**config.mk**
```make
export PLATFORM = sky130hd
export DESIGN_NAME = neuron_param_loader
export DESIGN_NICKNAME = d
export VERILOG_FILES = /design/src/rtl/neuron_param_loader.sv
export SDC_FILE = /design/constraint.sdc
export NUM_CORES = 1
export LEC_CHECK = 0
export ABC_AREA = 1
export CAP_MARGIN = 20
export CORE_MARGIN = 4
export CORE_UTILIZATION = 30
export CTS_CLUSTER_DIAMETER = 60
export DETAILED_ROUTE_END_ITERATION = 8
export PLACE_DENSITY = 0.48
export SKIP_LAST_GASP = 1
export SLEW_MARGIN = 30
export SYNTH_ARGS = -nofsm -noshare
export SYNTH_HDL_FRONTEND = slang
export SYNTH_SLANG_ARGS = --single-unit
```
**constraint.sdc**
```tcl
create_clock -name clk -period 3.07 [get_ports clk]
set_clock_uncertainty 0.05 [all_clocks]
set_input_delay 0.4605 -clock clk [delete_from_list [all_inputs] [get_ports clk]]
set_output_delay 0.4605 -clock clk [all_outputs]
set_load 0.05 [all_outputs]
```
**src/rtl/neuron_param_loader.sv**
```systemverilog
// Byte-serial parameter loader for one neuron_lif: shadow set filled byte by byte, committed on step.
// Optional checksum byte (state K) enabled by defining PARAM_LOADER_CHECKSUM_EN.
module neuron_param_loader #(
    parameter int unsigned SYNAPSES              = 32,
    parameter int unsigned MEMBRANE_BITS         = $clog2(SYNAPSES) + 2,
    parameter int unsigned THRESHOLD_BITS        = MEMBRANE_BITS - 1,
    parameter int unsigned BATCHNORM_ADDEND_BITS = $clog2(SYNAPSES)
) (
    input  logic                             clk,
    input  logic                             reset,
    input  logic                             load_start,
    input  logic [7:0]                       data_in,
    input  logic                             data_valid,
    output logic                             data_ready,
    input  logic                             step,
    output logic [SYNAPSES-1:0]              weights,
    output logic [THRESHOLD_BITS-1:0]        threshold,
    output logic [2:0]                       shift,
    output logic [3:0]                       batchnorm_factor,
    output logic [BATCHNORM_ADDEND_BITS-1:0] batchnorm_addend,
    output logic                             busy,
    output logic                             pending,
    output logic                             params_updated,
    output logic                             load_error
);

    localparam int unsigned WBYTES = SYNAPSES / 8;
    localparam int unsigned CNT_W  = (WBYTES > 3) ? $clog2(WBYTES) : 2;
    localparam logic [CNT_W-1:0] LAST_W = CNT_W'(WBYTES - 1);
    localparam logic [CNT_W-1:0] LAST_C = CNT_W'(2);
    localparam logic [3:0] FACTOR_RST = 4'b0100;

    if ((SYNAPSES % 8) != 0 || SYNAPSES < 8) begin : g_bad_syn
        $error("SYNAPSES must be a multiple of 8 and at least 8");
    end
    if (THRESHOLD_BITS > 8 || THRESHOLD_BITS >= MEMBRANE_BITS || BATCHNORM_ADDEND_BITS > 8)
    begin : g_bad_width
        $error("threshold/addend width out of range");
    end

`ifdef PARAM_LOADER_CHECKSUM_EN
    typedef enum logic [1:0] {StIdle, StW, StC, StK} state_e;
`else
    typedef enum logic [1:0] {StIdle, StW, StC} state_e;
`endif

    state_e state_q, state_d;
    logic [CNT_W-1:0] cnt_q, cnt_d;
    logic pending_q, pending_d;
    logic updated_q, updated_d;

    logic [SYNAPSES-1:0]              sh_w_q, sh_w_d;
    logic [THRESHOLD_BITS-1:0]        sh_thr_q, sh_thr_d;
    logic [2:0]                       sh_shift_q, sh_shift_d;
    logic [3:0]                       sh_factor_q, sh_factor_d;
    logic [BATCHNORM_ADDEND_BITS-1:0] sh_add_q, sh_add_d;

    logic [SYNAPSES-1:0]              act_w_q, act_w_d;
    logic [THRESHOLD_BITS-1:0]        act_thr_q, act_thr_d;
    logic [2:0]                       act_shift_q, act_shift_d;
    logic [3:0]                       act_factor_q, act_factor_d;
    logic [BATCHNORM_ADDEND_BITS-1:0] act_add_q, act_add_d;

`ifdef PARAM_LOADER_CHECKSUM_EN
    logic [7:0] csum_q, csum_d;
    logic       err_q, err_d;
`endif

    logic ready;
    logic xfer;
    logic commit;

    assign ready  = (state_q != StIdle);
    // load_start wins over a same-cycle byte and discards any waiting shadow set
    assign xfer   = data_valid & ready & ~load_start;
    assign commit = pending_q & step & ~load_start;

    always_comb begin
        state_d      = state_q;
        cnt_d        = cnt_q;
        pending_d    = pending_q;
        updated_d    = 1'b0;
        sh_w_d       = sh_w_q;
        sh_thr_d     = sh_thr_q;
        sh_shift_d   = sh_shift_q;
        sh_factor_d  = sh_factor_q;
        sh_add_d     = sh_add_q;
        act_w_d      = act_w_q;
        act_thr_d    = act_thr_q;
        act_shift_d  = act_shift_q;
        act_factor_d = act_factor_q;
        act_add_d    = act_add_q;
`ifdef PARAM_LOADER_CHECKSUM_EN
        csum_d       = csum_q;
        err_d        = err_q;
`endif

        if (commit) begin
            act_w_d      = sh_w_q;
            act_thr_d    = sh_thr_q;
            act_shift_d  = sh_shift_q;
            act_factor_d = sh_factor_q;
            act_add_d    = sh_add_q;
            pending_d    = 1'b0;
            updated_d    = 1'b1;
        end

        if (load_start) begin
            state_d   = StW;
            cnt_d     = '0;
            pending_d = 1'b0;
`ifdef PARAM_LOADER_CHECKSUM_EN
            csum_d    = '0;
            err_d     = 1'b0;
`endif
        end else if (xfer) begin
`ifdef PARAM_LOADER_CHECKSUM_EN
            csum_d = csum_q ^ data_in;
`endif
            case (state_q)
                StW: begin
                    sh_w_d[{cnt_q, 3'b000} +: 8] = data_in;
                    if (cnt_q == LAST_W) begin
                        state_d = StC;
                        cnt_d   = '0;
                    end else begin
                        cnt_d = cnt_q + CNT_W'(1);
                    end
                end
                StC: begin
                    if (cnt_q == '0) begin
                        sh_shift_d  = data_in[6:4];
                        sh_factor_d = data_in[3:0];
                    end else if (cnt_q == CNT_W'(1)) begin
                        sh_thr_d = data_in[THRESHOLD_BITS-1:0];
                    end else begin
                        sh_add_d = data_in[BATCHNORM_ADDEND_BITS-1:0];
                    end
                    if (cnt_q == LAST_C) begin
                        cnt_d = '0;
`ifdef PARAM_LOADER_CHECKSUM_EN
                        state_d = StK;
`else
                        state_d   = StIdle;
                        pending_d = 1'b1;
`endif
                    end else begin
                        cnt_d = cnt_q + CNT_W'(1);
                    end
                end
`ifdef PARAM_LOADER_CHECKSUM_EN
                StK: begin
                    state_d = StIdle;
                    if (data_in == csum_q) begin
                        pending_d = 1'b1;
                    end else begin
                        err_d = 1'b1;
                    end
                end
`endif
                default: ;
            endcase
        end
    end

    always_ff @(posedge clk) begin
        if (reset) begin
            state_q      <= StIdle;
            cnt_q        <= '0;
            pending_q    <= 1'b0;
            updated_q    <= 1'b0;
            sh_w_q       <= '0;
            sh_thr_q     <= '0;
            sh_shift_q   <= '0;
            sh_factor_q  <= FACTOR_RST;
            sh_add_q     <= '0;
            act_w_q      <= '0;
            act_thr_q    <= '0;
            act_shift_q  <= '0;
            act_factor_q <= FACTOR_RST;
            act_add_q    <= '0;
        end else begin
            state_q      <= state_d;
            cnt_q        <= cnt_d;
            pending_q    <= pending_d;
            updated_q    <= updated_d;
            sh_w_q       <= sh_w_d;
            sh_thr_q     <= sh_thr_d;
            sh_shift_q   <= sh_shift_d;
            sh_factor_q  <= sh_factor_d;
            sh_add_q     <= sh_add_d;
            act_w_q      <= act_w_d;
            act_thr_q    <= act_thr_d;
            act_shift_q  <= act_shift_d;
            act_factor_q <= act_factor_d;
            act_add_q    <= act_add_d;
        end
    end

`ifdef PARAM_LOADER_CHECKSUM_EN
    always_ff @(posedge clk) begin
        if (reset) begin
            csum_q <= '0;
            err_q  <= 1'b0;
        end else begin
            csum_q <= csum_d;
            err_q  <= err_d;
        end
    end
    assign load_error = err_q;
`else
    assign load_error = 1'b0;
`endif

    assign data_ready       = ready;
    assign busy             = ready;
    assign pending          = pending_q;
    assign params_updated   = updated_q;
    assign weights          = act_w_q;
    assign threshold        = act_thr_q;
    assign shift            = act_shift_q;
    assign batchnorm_factor = act_factor_q;
    assign batchnorm_addend = act_add_q;

endmodule

```
## Word level (Yosys, flattened, before mapping)

Cells that the tools add are included.

- $add $sub $neg: 2
- Eq/ne operators: 9
- Shifts and indexed selects: 2
- Mux-type cells: 14
- Bitwise gates (word level): 7
- Reduce and logical (&&, ||, !) cells: 13

Operators by type and width:

| kind | count |
|---|---|
| $bwmux W32 | 1 |
| $shift A8 B7 Y32 const A | 1 |
| $shiftx A8 B7 Y32 | 1 |
| $reduce_and A4 Y1 | 3 |
| $reduce_and A5 Y1 | 2 |
| $mux W2 | 4 |
| $pmux W2 S2 | 2 |
| $mux W1 | 7 |
| $neg A5 Y7 | 1 |
| $eq A2 B2 Y1 const B | 3 |
| $ne A3 B3 Y1 const B | 2 |
| $reduce_bool A2 Y1 | 3 |
| $and A1 B1 Y1 | 4 |
| $eq A2 B1 Y1 const B | 2 |
| $ne A2 B2 Y1 const B | 2 |
| $not A1 Y1 | 3 |
| $reduce_and A3 Y1 | 1 |
| $reduce_bool A3 Y1 | 1 |
| $add A2 B1 Y2 const B | 1 |
| $logic_not A2 Y1 | 1 |
| $reduce_and A2 Y1 | 1 |
| $reduce_or A2 Y1 | 1 |

- Bits in registers: 106
- Bits of input ports: 13

## Longest topological paths before layout

- Depth in word-level cells: 6
- Gate-level depth with buffers: 10
- Mapped depth without buffers: 9

## Least setup slack after synthesis

No wires, ideal clock.

- Kind: register to register
- Start point: reg cnt_q[0]
- End point: reg sh_w_q[29]
- Library setup time: 116 ps
- Data arrival time: 1683 ps
- Setup slack: 1221 ps
- Stages on the path, launching flop included: 9
- Buffers on the path: 1
- Clock period less this slack: 1849 ps
- Cells stage by stage: dfxtp_1 -> buf_2 -> clkinv_1 -> ha_1 -> inv_1 -> nand2_1 -> nor2_1 -> o21ai_0 -> nor2_1

- Word-level cells in the longest chain between the ends: 3
- Elaborated cells between the ends (all ways): 4
- Classes of those cells: 1 x add/sub; 2 x shift; 1 x mux

Ends and longest elaborated chain:

| item | RTL line | source |
|---|---|---|
| from (decl) | 48 | `logic [CNT_W-1:0] cnt_q, cnt_d;` |
| from (signal assigned) | 184 | `cnt_q <= cnt_d;` |
| $neg A5 Y7 (*) | 122 | `sh_w_d[{cnt_q, 3'b000} +: 8] = data_in;` |
| $shiftx A8 B7 Y32 / $shift A8 B7 Y32 (equally long branches) | 122 |  |
| $bwmux W32 (*) | 122 |  |
| to (signal assigned) | 187 | `sh_w_q <= sh_w_d;` |
| to (decl) | 52 | `logic [SYNAPSES-1:0] sh_w_q, sh_w_d;` |

Mark *: on every way between the ends. The rest lies on a longest branch, timed or not.
A chain may end at the register's enable or synchronous reset.

## Worst setup path after layout

- Start point: reg state_q[0]
- End point: out busy

- Word-level cells in the longest chain between the ends: 1

Ends and longest elaborated chain:

| item | RTL line | source |
|---|---|---|
| from (decl) | 47 | `state_e state_q, state_d;` |
| from (signal assigned) | 168 | `state_q <= StIdle;` |
| from (signal assigned) | 183 | `state_q <= state_d;` |
| $reduce_bool A2 Y1 | 73 | `assign ready = (state_q != StIdle);` |
| to (decl) | 21 | `output logic busy,` |

Every way passes these cells.

==> results.md <==
- Initial antenna violation count: 0
- Rows: 43
- Syn Area/Cell: 7.309 µm²
- CTS max path bufs: 2
- Layout area overhead: 24.61%
- Synthesized area: ~0.0044 mm²
- Global-route wire length before repair: around 18000 µm
- Max_cap viols: 0
- #FFs+latches synth: 106
- Average wire per standard cell: 12.72 µm
- N_diodes: 0
- I/O Buffers: 66
- Switching power: 0.5831 mW
- Vias in the first global route: approximately 3400
- GR Overflow Total: 0
- Ys async rst share: 0%
- Final Hold Vio Count: 0
- RSZ-0062 raised after global routing: false
- Main synth FF type: dfxtp_1
- Post-cts repair resize count: 0
- Filler Cell Count: 1516
- Internal Power: 2.226 mW
- P per Cell Area: 513.2 mW/mm²
- CTS clk-pin slew, worst paths: 0.07 ns
- Status: completed
- Pins over their slew limit: 0
- HP Class: reg -> reg
- Clock sink count: approximately 110
- Rel. slew slack: a little under three fifths
- H-tree levels: 3
- Pin count of the biggest net entering global routing: 83
- Max VDD drop: ~230 µV
- Synth Instances: ~600
- Hold WS: 0.4061 ns
- CP max FO: 3
- Arr. time, crit path: 1.95 ns
- Clock network power share: between 40% and 50%
- Cell variety after synth: 19
- Antenna viol nets, final: 0
- Worst EP required: 2.56 ns
- Insertion delay to the later sink of the worst-skew pair: 0.35 ns
- Gate power share: 4.0%
- Pleak: 2.456 nW
- Die ar.: 0.01664 mm²
- Setup TNS: 0 ns
- Final setup viols: 0
- Via-per-instance ratio: 4.323
- CORE AREA: 0.01410 mm²
- Period utilization: 79.99%
- HPWL after detailed placement: 7514 µm
- F_max: about 410 MHz
- Post-Route WL: 10630 µm
- Synthesized Nets: 625
- Gr usage total: 13.31%
- CP Cell Sequence: inv_1, ha_1, inv_1, clkdlybuf4s50_1
- Number of DRC markers in iteration 0: 284
- Hold buffers post-CTS: 0
- Placer Congestion: 0.8219
- Final period demand of the worst path: between 2 and 2.5 ns
- CTS tree: done
- CP endpoint kind: output port
- Clk root buf: clkbuf_16
- Initial Util: a little over 30%
- TritonCTS Buffers: 9
- Die Span X: around 130 µm
- Most used cell, CP: inv_1
- Crit start category: register
- Layout cells sized above 1: 4.122%
- Die boundary height: around 130 µm
- Slowest stage delay, CP: just over 0.8 ns
- Dpl cell area: 0.005132 mm²
- Top Ports: 68
- Setup Crit Path Kind: reg -> out
- Post-synth EDFFs: 0
- Design area: 0.005474 mm²
- Reg power frac: between 40% and 50%
- Final Power: 2.809 mW
- TritonRoute pass-1 iters: 5
- Nets: 675
- Critical path's slowest cell: clkdlybuf4s50_1
- Post-route DRC: 0
- Worst Max-Slew Pin Slew: ~0.64 ns
- Switch share: between 20% and 30%
- Sequential share of the synthesized area: slightly below 50%
- Via count: 3610
- Post-CTS setup buffers: 0
- Yosys warns: 0
## flip-flops by register name, summed over array words and instances, names as in the netlist
register	flops
batchnorm_addend	5
batchnorm_factor	4
cnt_q	2
params_updated	1
pending	1
sh_add_q	5
sh_factor_q	4
sh_shift_q	3
sh_thr_q	6
sh_w_q	32
shift	3
state_q	2
threshold	6
weights	32
## critical path, delay by kind of cell, from the launching register on
family | cells | cell delay [ns]
buffers and inverters | 3 | 1.00
DFF | 1 | 0.35
adders and majority gates | 1 | 0.24
## synth_stat cells, types with 2 or more instances
master	n	area [µm²]
nand2_1	94	352.8
clkbuf_1	15	56.30
a21oi_1	32	160.2
buf_2	4	20.02
nand3_1	8	40.04
nor2_1	177	664.4
dfxtp_1	106	2122
clkbuf_8	3	41.29
nand4_4	4	85.08
o21ai_0	76	380.4
nor2_4	2	22.52
inv_1	56	210.2
buf_6	3	33.78
buf_4	6	45.04
ha_1	11	137.6
## metal layers
| metal | vias up | wire, µm | GRT usage, % |
|---|---|---|---|
| met5 | - | 0 | 0 |
| met4 | 0 | 138 | 3.891 |
| met3 | 10 | 535 | 4.411 |
| met2 | 67 | 4618 | 19.94 |
| met1 | 1571 | 5332 | 18.32 |
| li1 | 1962 | - | - |
## logic make-up after synthesis
logic type | count (synthesis) | share of synthesized area, %
simple gates | 286 | 26.66
buf+inv | 88 | 9.342
flops | 106 | 48.31
other cells | 1 | 0.08536
fa+ha+maj | 11 | 3.133
compound gates | 109 | 12.47
## layout make-up
cell class / instances / area, µm² / share of cell area, %
Clock buffer: 10 / 239.0 / 4.366
Clock inverter: 5 / 102.6 / 1.874
Inverter: 57 / 214.0 / 3.909
Multi-Input combinational cell: 407 / 1868 / 34.13
Sequential cell: 106 / 2122 / 38.77
Tap cell: 180 / 225.2 / 4.114
Timing Repair Buffer: 70 / 703.2 / 12.85
## worst paths after layout
kind              startpoint           to  slack (ns)  cells after the start
hold / removal    sh_w_q[26]  weights[26]        0.41                      2
setup reg to reg    cnt_q[0]    sh_w_q[1]        0.94                      8
setup / recovery  state_q[0]         busy        0.61                      4
hold reg to reg   sh_w_q[26]  weights[26]        0.41                      2
## cell usage in the layout, fill, tap and decap left out
cell,synthesis,final
a21boi_0,1,1
a21oi_1,32,32
buf_12,0,1
buf_4,6,3
bufinv_16,0,3
clkbuf_16,0,9
clkbuf_8,3,1
clkdlybuf4s50_1,0,66
clkinv_1,1,1
clkinv_2,0,1
clkinvlp_4,0,1
conb_1,1,1
dfxtp_1,106,106
ha_1,11,11
inv_1,56,55
inv_2,0,1
nand2_1,94,94
nand3_1,8,8
nand4_1,1,1
nand4_4,4,4
nor2_1,177,176
nor2_4,2,3
o21ai_0,76,76
## per-stage QoR
| stage | util [%] | instances | setup slack, ns |
|---|---|---|---|
| finish | 38.83 | 835 | 0.6142 |
| CTS | 38.83 | 835 | 0.5863 |
| global route | 38.83 | 835 | 0.5403 |
| floorplan | - | 601 | 1.221 |
| detailed placement | 36.41 | 820 | 0.8327 |
| global placement | 36.41 | 820 | 0.9023 |
## power by group through the flow
| stage | Combinational, mW | Clock (mW) | Sequential, mW |
|---|---|---|---|
| 6_report | 0.113 | 1.32 | 1.38 |
| 5_1_grt | 0.124 | 1.42 | 1.38 |
| 4_1_cts | 0.115 | 1.36 | 1.38 |
| 3_5_place_dp | 0.114 | 0 | 1.41 |
| 3_3_place_gp | 0.115 | 0 | 1.41 |
| 2_1_floorplan | 0.0752 | 0 | 1.41 |
Note: power is estimated with default switching activity, not from simulation.
